[config.mk]
export PLATFORM = sky130hd
export DESIGN_NAME = muldiv_hilo_ctrl
export DESIGN_NICKNAME = d
export VERILOG_FILES = /design/src/rtl/muldiv_hilo_ctrl.sv
export SDC_FILE = /design/constraint.sdc
export NUM_CORES = 2
export LEC_CHECK = 0
export BUFFER_PORTS_ARGS = -buffer_cell sky130_fd_sc_hd__buf_4
export CAP_MARGIN = 25
export CORE_AREA = 2 2 452 454
export CTS_CLUSTER_SIZE = 28
export DETAILED_ROUTE_END_ITERATION = 6
export DIE_AREA = 0 0 454 456
export PLACE_DENSITY_LB_ADDON = 0.15
export SLEW_MARGIN = 5
export SYNTH_ARGS = -nofsm -noshare
export SYNTH_HDL_FRONTEND = slang
export SYNTH_SLANG_ARGS = --single-unit
[constraint.sdc]
create_clock -name clk -period 12.4 [get_ports clk]
set_clock_uncertainty 0.15 [all_clocks]
set_input_delay 1.86 -clock clk [delete_from_list [all_inputs] [get_ports clk]]
set_output_delay 1.86 -clock clk [all_outputs]
set_load 0.005 [all_outputs]
[src/rtl/muldiv_hilo_ctrl.sv]
// ---------------------------------------------------------------------------
// muldiv_hilo_ctrl
//
// Execute-stage sequencer for MULT/MULTU/DIV/DIVU. It latches the operand
// magnitudes and result signs, then runs one of two engines:
//   - a fixed-latency multiplier that finishes after MUL_LAT busy cycles
//   - a 32-step restoring divider, one quotient bit per cycle
// While an operation is in progress the pipeline is frozen through 'stall'.
// When the result is ready the block spends one DONE cycle, in which it
// pulses 'hilo_we' so the HI/LO registers are written.
//
// Parameters:
//   MUL_LAT     multiplier busy cycles before DONE (1..15)
//
// Optional build macro:
//   DIV_EARLY_OUT_EN  when defined, a divide whose |dividend| < |divisor|
//                     finishes after a single DIV_RUN cycle.
//
// Ports:
//   clk, resetn        clock (rising edge) and async active-low reset
//   start              E-stage instruction valid (held while stalled)
//   ismult/signedmult  MULT or MULTU decoded / signed multiply
//   isdiv/signeddiv    DIV or DIVU decoded / signed divide
//   src_a, src_b       rs / rt operand values
//   flush              cancel the current operation
//   stall              freeze F/D/E stages
//   hilo_we            one-cycle HI/LO write strobe
//   hi_out, lo_out     HI/LO result, held between operations
//   busy               FSM not in IDLE
// ---------------------------------------------------------------------------
module muldiv_hilo_ctrl #(
  parameter int MUL_LAT = 4
) (
  input  logic        clk,
  input  logic        resetn,
  input  logic        start,
  input  logic        ismult,
  input  logic        signedmult,
  input  logic        isdiv,
  input  logic        signeddiv,
  input  logic [31:0] src_a,
  input  logic [31:0] src_b,
  input  logic        flush,
  output logic        stall,
  output logic        hilo_we,
  output logic [31:0] hi_out,
  output logic [31:0] lo_out,
  output logic        busy
);

  typedef enum logic [1:0] {IDLE, MUL_RUN, DIV_RUN, DONE} state_t;

  state_t      r_state;
  logic [4:0]  r_count;
  logic        r_signA;
  logic        r_signB;
  logic        r_early;
  logic [31:0] r_opA;
  logic [31:0] r_opB;
  logic [31:0] r_rem;
  logic [31:0] r_quo;

  logic        w_req;
  logic        w_isSigned;
  logic        w_signA;
  logic        w_signB;
  logic [31:0] w_absA;
  logic [31:0] w_absB;
  logic        w_earlyOut;
  logic [63:0] w_prod;
  logic [63:0] w_prodRes;
  logic [32:0] w_remShift;
  logic        w_geq;
  logic [31:0] w_remSub;
  logic [31:0] w_remNext;
  logic [31:0] w_quoNext;
  logic [31:0] w_quoFinal;
  logic [31:0] w_remFinal;
  logic [31:0] w_shortRem;

  assign w_req = start & (ismult | isdiv);

  // Multiply takes priority when both decode flags are set, so its signedness
  // flag is the one that applies.
  assign w_isSigned = ismult ? signedmult : signeddiv;
  assign w_signA    = w_isSigned & src_a[31];
  assign w_signB    = w_isSigned & src_b[31];
  assign w_absA     = w_signA ? (~src_a + 32'd1) : src_a;
  assign w_absB     = w_signB ? (~src_b + 32'd1) : src_b;

`ifdef DIV_EARLY_OUT_EN
  assign w_earlyOut = (w_absB != 32'd0) && (w_absA < w_absB);
`else
  assign w_earlyOut = 1'b0;
`endif

  // Unsigned product of the magnitudes, sign restored afterwards.
  assign w_prod    = {32'd0, r_opA} * {32'd0, r_opB};
  assign w_prodRes = (r_signA ^ r_signB) ? (~w_prod + 64'd1) : w_prod;

  // One restoring step: the 33-bit shifted remainder is compared with the
  // divisor; when it fits, the difference always fits back into 32 bits.
  assign w_remShift = {r_rem, r_quo[31]};
  assign w_geq      = (w_remShift >= {1'b0, r_opB});
  assign w_remSub   = w_remShift[31:0] - r_opB;
  assign w_remNext  = w_geq ? w_remSub : w_remShift[31:0];
  assign w_quoNext  = {r_quo[30:0], w_geq};
  assign w_quoFinal = (r_signA ^ r_signB) ? (~w_quoNext + 32'd1) : w_quoNext;
  assign w_remFinal = r_signA ? (~w_remNext + 32'd1) : w_remNext;

  // Remainder for the one-cycle divide paths: re-applying the dividend sign
  // to |src_a| reproduces the original dividend bit pattern.
  assign w_shortRem = r_signA ? (~r_opA + 32'd1) : r_opA;

  assign stall   = ~flush & ((r_state == IDLE & w_req) |
                             (r_state == MUL_RUN) | (r_state == DIV_RUN));
  assign hilo_we = (r_state == DONE) & ~flush;
  assign busy    = (r_state != IDLE);

  always_ff @(posedge clk or negedge resetn) begin
    if (!resetn) begin
      r_state <= IDLE;
      r_count <= 5'd0;
      r_signA <= 1'b0;
      r_signB <= 1'b0;
      r_early <= 1'b0;
      r_opA   <= 32'd0;
      r_opB   <= 32'd0;
      r_rem   <= 32'd0;
      r_quo   <= 32'd0;
      hi_out  <= 32'd0;
      lo_out  <= 32'd0;
    end else begin
      case (r_state)
        IDLE: begin
          if (w_req && !flush) begin
            r_signA <= w_signA;
            r_signB <= w_signB;
            r_opA   <= w_absA;
            r_opB   <= w_absB;
            r_rem   <= 32'd0;
            r_quo   <= w_absA;
            r_count <= 5'd0;
            r_early <= ~ismult & w_earlyOut;
            r_state <= ismult ? MUL_RUN : DIV_RUN;
          end
        end
        MUL_RUN: begin
          if (flush) begin
            r_state <= IDLE;
          end else begin
            r_count <= r_count + 5'd1;
            if (r_count == 5'(MUL_LAT - 1)) begin
              {hi_out, lo_out} <= w_prodRes;
              r_state          <= DONE;
            end
          end
        end
        DIV_RUN: begin
          if (flush) begin
            r_state <= IDLE;
          end else if (r_opB == 32'd0) begin
            lo_out  <= 32'hFFFF_FFFF;
            hi_out  <= w_shortRem;
            r_state <= DONE;
          end else if (r_early) begin
            lo_out  <= 32'd0;
            hi_out  <= w_shortRem;
            r_state <= DONE;
          end else begin
            r_rem   <= w_remNext;
            r_quo   <= w_quoNext;
            r_count <= r_count + 5'd1;
            if (r_count == 5'd31) begin
              lo_out  <= w_quoFinal;
              hi_out  <= w_remFinal;
              r_state <= DONE;
            end
          end
        end
        DONE: begin
          r_state <= IDLE;
        end
        default: begin
          r_state <= IDLE;
        end
      endcase
    end
  end

endmodule
Yosys cells after proc, flatten, opt, wreduce, memory -nomap -nowiden
Index checks and enable logic that the tools add are counted.
{"block": "word_totals", "ff_bits": 201, "out_inout_bits": 67}
{"block": "classes", "n_addsub": 8, "n_mul": 1, "n_lt_le_gt_ge": 1, "n_eq_ne": 13, "muxes": 41, "bitwise_logic": 17, "n_reduce_logical": 13}
{"operator": "$mux W32", "count": 22}
{"operator": "$pmux W32 S2", "count": 4}
{"operator": "$add A32 B1 Y32 const B", "count": 5}
{"operator": "$not A32 Y32", "count": 5}
{"operator": "$add A64 B1 Y64 const B", "count": 1}
{"operator": "$mul A32 B32 Y64", "count": 1}
{"operator": "$mux W64", "count": 1}
{"operator": "$not A64 Y64", "count": 1}
{"operator": "$ge A33 B32 Y1", "count": 1}
{"operator": "$logic_not A32 Y1", "count": 1}
{"operator": "$sub A32 B32 Y32", "count": 1}
{"operator": "$mux W5", "count": 4}
{"operator": "$pmux W5 S3", "count": 1}
{"operator": "$mux W2", "count": 7}
{"operator": "$reduce_and A5 Y1", "count": 2}
{"operator": "$pmux W2 S4", "count": 1}
{"operator": "$and A1 B1 Y1", "count": 6}
{"operator": "$ne A2 B2 Y1 const B", "count": 3}
{"operator": "$reduce_bool A2 Y1", "count": 3}
{"operator": "$add A5 B1 Y5 const B", "count": 1}
{"operator": "$eq A5 B2 Y1 const B", "count": 1}
{"operator": "$eq A5 B5 Y1 const B", "count": 1}
{"operator": "$eq A2 B2 Y1 const B", "count": 2}
{"operator": "$ne A2 B1 Y1 const B", "count": 2}
{"operator": "other kinds (15)", "count": 17}

Longest topological paths before layout
{"block": "logic_depth", "ltp_word": 9, "ltp_mapped": 34, "depth_no_buf": 31}

Worst setup path before layout
Ideal clock, no wire load.
{"block": "synth_timing", "path_type": "reg-to-reg", "startpoint": "reg r_opA[6]", "endpoint": "reg hi_out[30]", "arrival_ns": 8.431, "slack_ns": 3.737, "path_stages_with_launch": 30, "path_buffers": 3, "path_cell_list": "dfrtp_1 > clkbuf_1 > buf_1 > nand2_1 > fa_1 > inv_1 > fa_1 > fa_1 > fa_1 > fa_1 > fa_1 > fa_1 > inv_1 > fa_1 > inv_1 > ha_1 > clkbuf_1 > a21oi_1 > o21ai_1 > a21o_1 > or2_1 > o21ba_2 > o211ai_1 > and2_1 > nand2b_1 > nor4_2 > nand4_1 > nor3_1 > mux2_1 > o21ai_0"}
{"block": "synth_via", "elab_chain_cells": 7}
{"element": "start: declaration", "line": "58", "rtl": "logic [31:0] r_opA;"}
{"element": "start signal: assignment", "line": "139", "rtl": "r_opA <= w_absA;"}
{"element": "$mul A32 B32 Y64", "line": "98", "rtl": "assign w_prod = {32'd0, r_opA} * {32'd0, r_opB};"}
{"element": "$not A64 Y64", "line": "99", "rtl": "assign w_prodRes = (r_signA ^ r_signB) ? (~w_prod + 64'd1) : w_prod;"}
{"element": "$add A64 B1 Y64", "line": "99"}
{"element": "$mux W64", "line": "99"}
{"element": "$mux W32", "line": "153", "rtl": "if (r_count == 5'(MUL_LAT - 1)) begin"}
{"element": "$mux W32", "line": "149", "rtl": "if (flush) begin"}
{"element": "$pmux W32 S2 *", "line": "134", "rtl": "case (r_state)"}
{"element": "end signal: assignment", "line": "154", "rtl": "{hi_out, lo_out} <= w_prodRes;"}
{"element": "end signal: assignment", "line": "164", "rtl": "hi_out <= w_shortRem;"}
{"element": "end signal: assignment", "line": "168", "rtl": "hi_out <= w_shortRem;"}
{"element": "end: declaration", "line": "46", "rtl": "output logic [31:0] hi_out,"}
Mark *: on every way between the ends. The rest lies on a longest branch, timed or not. The select of a mux whose other input is x is not followed.
A chain may end at the register's enable or synchronous reset.

Final worst setup path
{"block": "layout_timing", "startpoint": "reg r_opA[16]", "endpoint": "reg hi_out[26]"}
The elaborated chain is that of the path after synthesis.

==> summary.md <==
| Metric | Value |
|---|---|
| DR top layer | `met5` |
| TritonCTS Buffers | `29` |
| Cts hold-fix bufs | `0` |
| Post-synthesis mux area share | `0.007895` |
| Initial drt markers | `2987` |
| Largest stage delay, worst path | `1.03 ns` |
| Period minus WS final | `10.61 ns` |
| Slew Limit Headroom | `0.2611` |
| Post-synth cell types | `112` |
| Net Count, Synth | `7252` |
| Arrival time worst endpoint | `10.97 ns` |
| First-pass GRT wire length | `316400 µm` |
| Netlist Area Pre-Place | `50400 µm²` |
| Clk_lat worst skew | `0.65 ns` |
| Root Driver | `clkbuf_16` |
| Multi-input gate area | `40380 µm²` |
| Post-synthesis async set-or-reset flop share | `1.000` |
| FF+latch area | `5040 µm²` |
| Post-route setup TNS | `0 ns` |
| Synth Warn # | `0` |
| Synth Instances | `5976` |
| Die area | `207000 µm²` |
| Hold Path Stages | `1` |
| FF-to-FF End | `hi_out[26]` |
| Initial Util | `0.2499` |
| Wirelength, routed | `213800 µm` |
| Total vias in the final route | `41530` |
| Main combinational cell family by area after synthesis | `adder cells` |
| Max Cap Viol | `0` |
| Most common flop cell mapped by yosys | `dfrtp_1` |
| Post-synthesis adder-cell area fraction | `0.4325` |
| Critical Path Slowest Stage Cell | `dfrtp_1` |
| CP startpoint | `r_opA[16]` |
| Critical path type | `register to register` |
| DRT met1 WL | `95130 µm` |
| Crit path max-delay family | `adder cells` |
| Clk slew on worst S/H paths | `0.06 ns` |
| Most frequent CP cell | `fa_1` |
| DRC viols | `0` |
| Mean Syn Cell Area | `8.434 µm²` |
| # H-tree levels | `1` |
| Met3 WL | `7582 µm` |
| Number of global-route vias before repair | `43910` |
| Worst Tran Pin Value | `1.108 ns` |
| Status | `completed` |
| Instance count on the critical path | `28` |
| Max Slew Vio Count | `0` |
| R2R setup slack | `1.79 ns` |
| GRT Residual Overflow | `0` |
| Maximum clock frequency | `94.24 MHz` |
| Critical Path Start Type | `register` |
| Fraction of layout cells with a size suffix above 1 | `0.07016` |
| CTS resizes | `0` |
| Detailed route wirelength on metal2 | `102500 µm` |
| Gpl congestion | `0.9300` |
| Num Clock Sinks | `201` |
| R2R depth | `28` |
| Filler Cells Inserted | `21840` |
| Top Ports | `139` |
| I/O Buffers | `138` |
| Vias per inst | `4.827` |
| Wire length per cell | `24.85 µm` |
| RR Startpoint | `r_opA[16]` |
| Final HPWL DP | `175700 µm` |
| Largest net degree at the start of global routing | `74` |
| CTS tree | `done` |
| Worst Hold Class | `register to register` |
| Final Hold Vio Count | `0` |
| Synth Area in XOR/XNOR | `0.04342` |
| Clk buf depth | `3` |
| Initial antenna violation count | `12` |
| Post-synthesis sequential area ratio | `0.09980` |
| Period Utilization, post-route | `0.8558` |
| GRT Total Usage | `0.2071` |
| RSZ-0062 raised after global routing | `no` |
| Critical Path Fanout Max | `17` |
| CP Buf/Inv Count | `5` |
| Die H | `456 µm` |
| Post-CTS Setup Inserts | `0` |
| CP endpoint kind | `register` |
| Final Setup Violations | `0` |
| Post-layout nets | `7184` |
| Row cnt | `165` |
| Synth Area in Compound Gates | `0.1195` |
| Setup crit end | `hi_out[26]` |
| Number of routed nets with antenna violations | `0` |
| CORE AREA | `201700 µm²` |
| Die W | `454 µm` |
| CP required | `12.75 ns` |
| DR pass1 iterations | `6` |
| Post-synth EDFFs | `0` |
| Seq cells post-synth | `201` |
| Simple-gate portion of the synthesized area | `0.1962` |
| P&R area growth vs syn | `10.11%` |
-- how the worst min path moves through the flow --
stage                          start    endpoint  slack [ns]
after floorplan            r_rem[31]   r_rem[31]        0.31
after global placement     hi_out[7]   hi_out[7]        0.32
after detailed placement   r_opB[15]   r_opB[15]        0.33
after CTS                  r_opB[15]   r_opB[15]        0.34
after global routing       hi_out[7]   hi_out[7]        0.38
final                     lo_out[24]  lo_out[24]        0.34
-- final cells by class --
cell class,count,share of cell area
multi-input cells,4436,0.7275
clock inverters,8,0.002593
repair buffers,279,0.03828
flip-flops and latches,201,0.09081
inverters,961,0.06500
diodes,4,0.0001804
clock buffers,44,0.01535
well taps,2672,0.06024
-- routing by layer --
metal | global-route usage | vias to the layer above
met1 | 0.2800 | 21690
li1 | - | 18670
met2 | 0.3481 | 981
met5 | 0 | -
met4 | 0.06803 | 6
met3 | 0.01550 | 183
-- cells in the final DEF, fill, tap and decap left out, types with 20 or more instances in the layout --
cell type / Yosys / final
fa_1: 897 / 897
a211oi_1: 20 / 20
nand3_1: 43 / 43
a21oi_1: 215 / 214
dfrtp_1: 201 / 193
inv_1: 959 / 958
buf_4: 1 / 275
a21o_1: 51 / 51
and2_1: 551 / 551
mux2i_1: 24 / 24
nand4_1: 51 / 51
o21ai_1: 24 / 23
o211ai_1: 26 / 26
nand2b_1: 23 / 23
nor4_1: 38 / 38
o21ai_0: 290 / 290
ha_1: 307 / 306
o31ai_1: 34 / 34
o211a_1: 24 / 24
xor2_1: 106 / 105
o22ai_1: 29 / 29
nand2_1: 846 / 844
clkbuf_16: 0 / 29
or3_1: 24 / 24
nor3_1: 78 / 76
nor2_1: 261 / 260
a31oi_1: 31 / 31
xnor2_1: 142 / 141
-- metrics by stage --
stage	hold slack [ns]	cells	utilization	area [µm²]	setup slack (ns)
after floorplan	0.3098	5976	-	50400	3.737
after global placement	0.3227	8544	0.2700	54450	1.695
after detailed placement	0.3307	8549	0.2702	54490	1.924
after CTS	0.3449	8601	0.2751	55490	1.863
after global routing	0.3773	8602	0.2751	55490	1.231
final	0.3368	8605	0.2751	55500	1.788
-- cells by family (layout without fill, tap and decap cells) --
| logic type | Yosys count | after routing |
|---|---|---|
| XOR/XNOR | 249 | 249 |
| other | 0 | 4 |
| buffers and inverters | 1339 | 1292 |
| multiplexers | 36 | 36 |
| adder cells (fa/ha/maj) | 1204 | 1204 |
| AO/OA/AOI/OAI | 928 | 928 |
| flip-flops | 201 | 201 |
| AND/OR/NAND/NOR | 2019 | 2019 |
-- synthesized netlist by cell type (12+ instances only) --
cell type / instances / area [µm²]
a211oi_1: 20 / 150.1
a21o_1: 51 / 382.9
a21oi_1: 215 / 1076
a22o_1: 13 / 113.9
a31oi_1: 31 / 193.9
and2_1: 551 / 3447
and3_1: 17 / 106.4
buf_1: 22 / 82.58
buf_2: 26 / 130.1
clkbuf_1: 328 / 1231
dfrtp_1: 201 / 5030
fa_1: 897 / 17960
ha_1: 307 / 3841
inv_1: 959 / 3600
mux2i_1: 24 / 240.2
nand2_1: 846 / 3176
nand2b_1: 23 / 143.9
nand3_1: 43 / 215.2
nand4_1: 51 / 319.1
nor2_1: 261 / 979.7
nor2b_1: 12 / 75.07
nor3_1: 78 / 390.4
nor4_1: 38 / 237.7
o211a_1: 24 / 240.2
o211ai_1: 26 / 195.2
o21a_1: 13 / 97.59
o21ai_0: 290 / 1451
o21ai_1: 24 / 120.1
o21bai_1: 17 / 127.6
o22ai_1: 29 / 181.4
o31ai_1: 34 / 255.2
o41ai_1: 14 / 122.6
or3_1: 24 / 150.1
or4_1: 12 / 90.09
xnor2_1: 142 / 1244
xor2_1: 106 / 928.4
-- state kept, by name, summed over array words and instances, names as in the netlist --
register and cells:
hi_out 32, r_signB 1, lo_out 32, r_count 5
r_signA 1, r_rem 32, r_state 2, r_opB 32
r_quo 32, r_opA 32
Power is left out: the tool's default activity adds up to more than one toggle a clock period on the data nets, which glitch-free logic cannot reach.
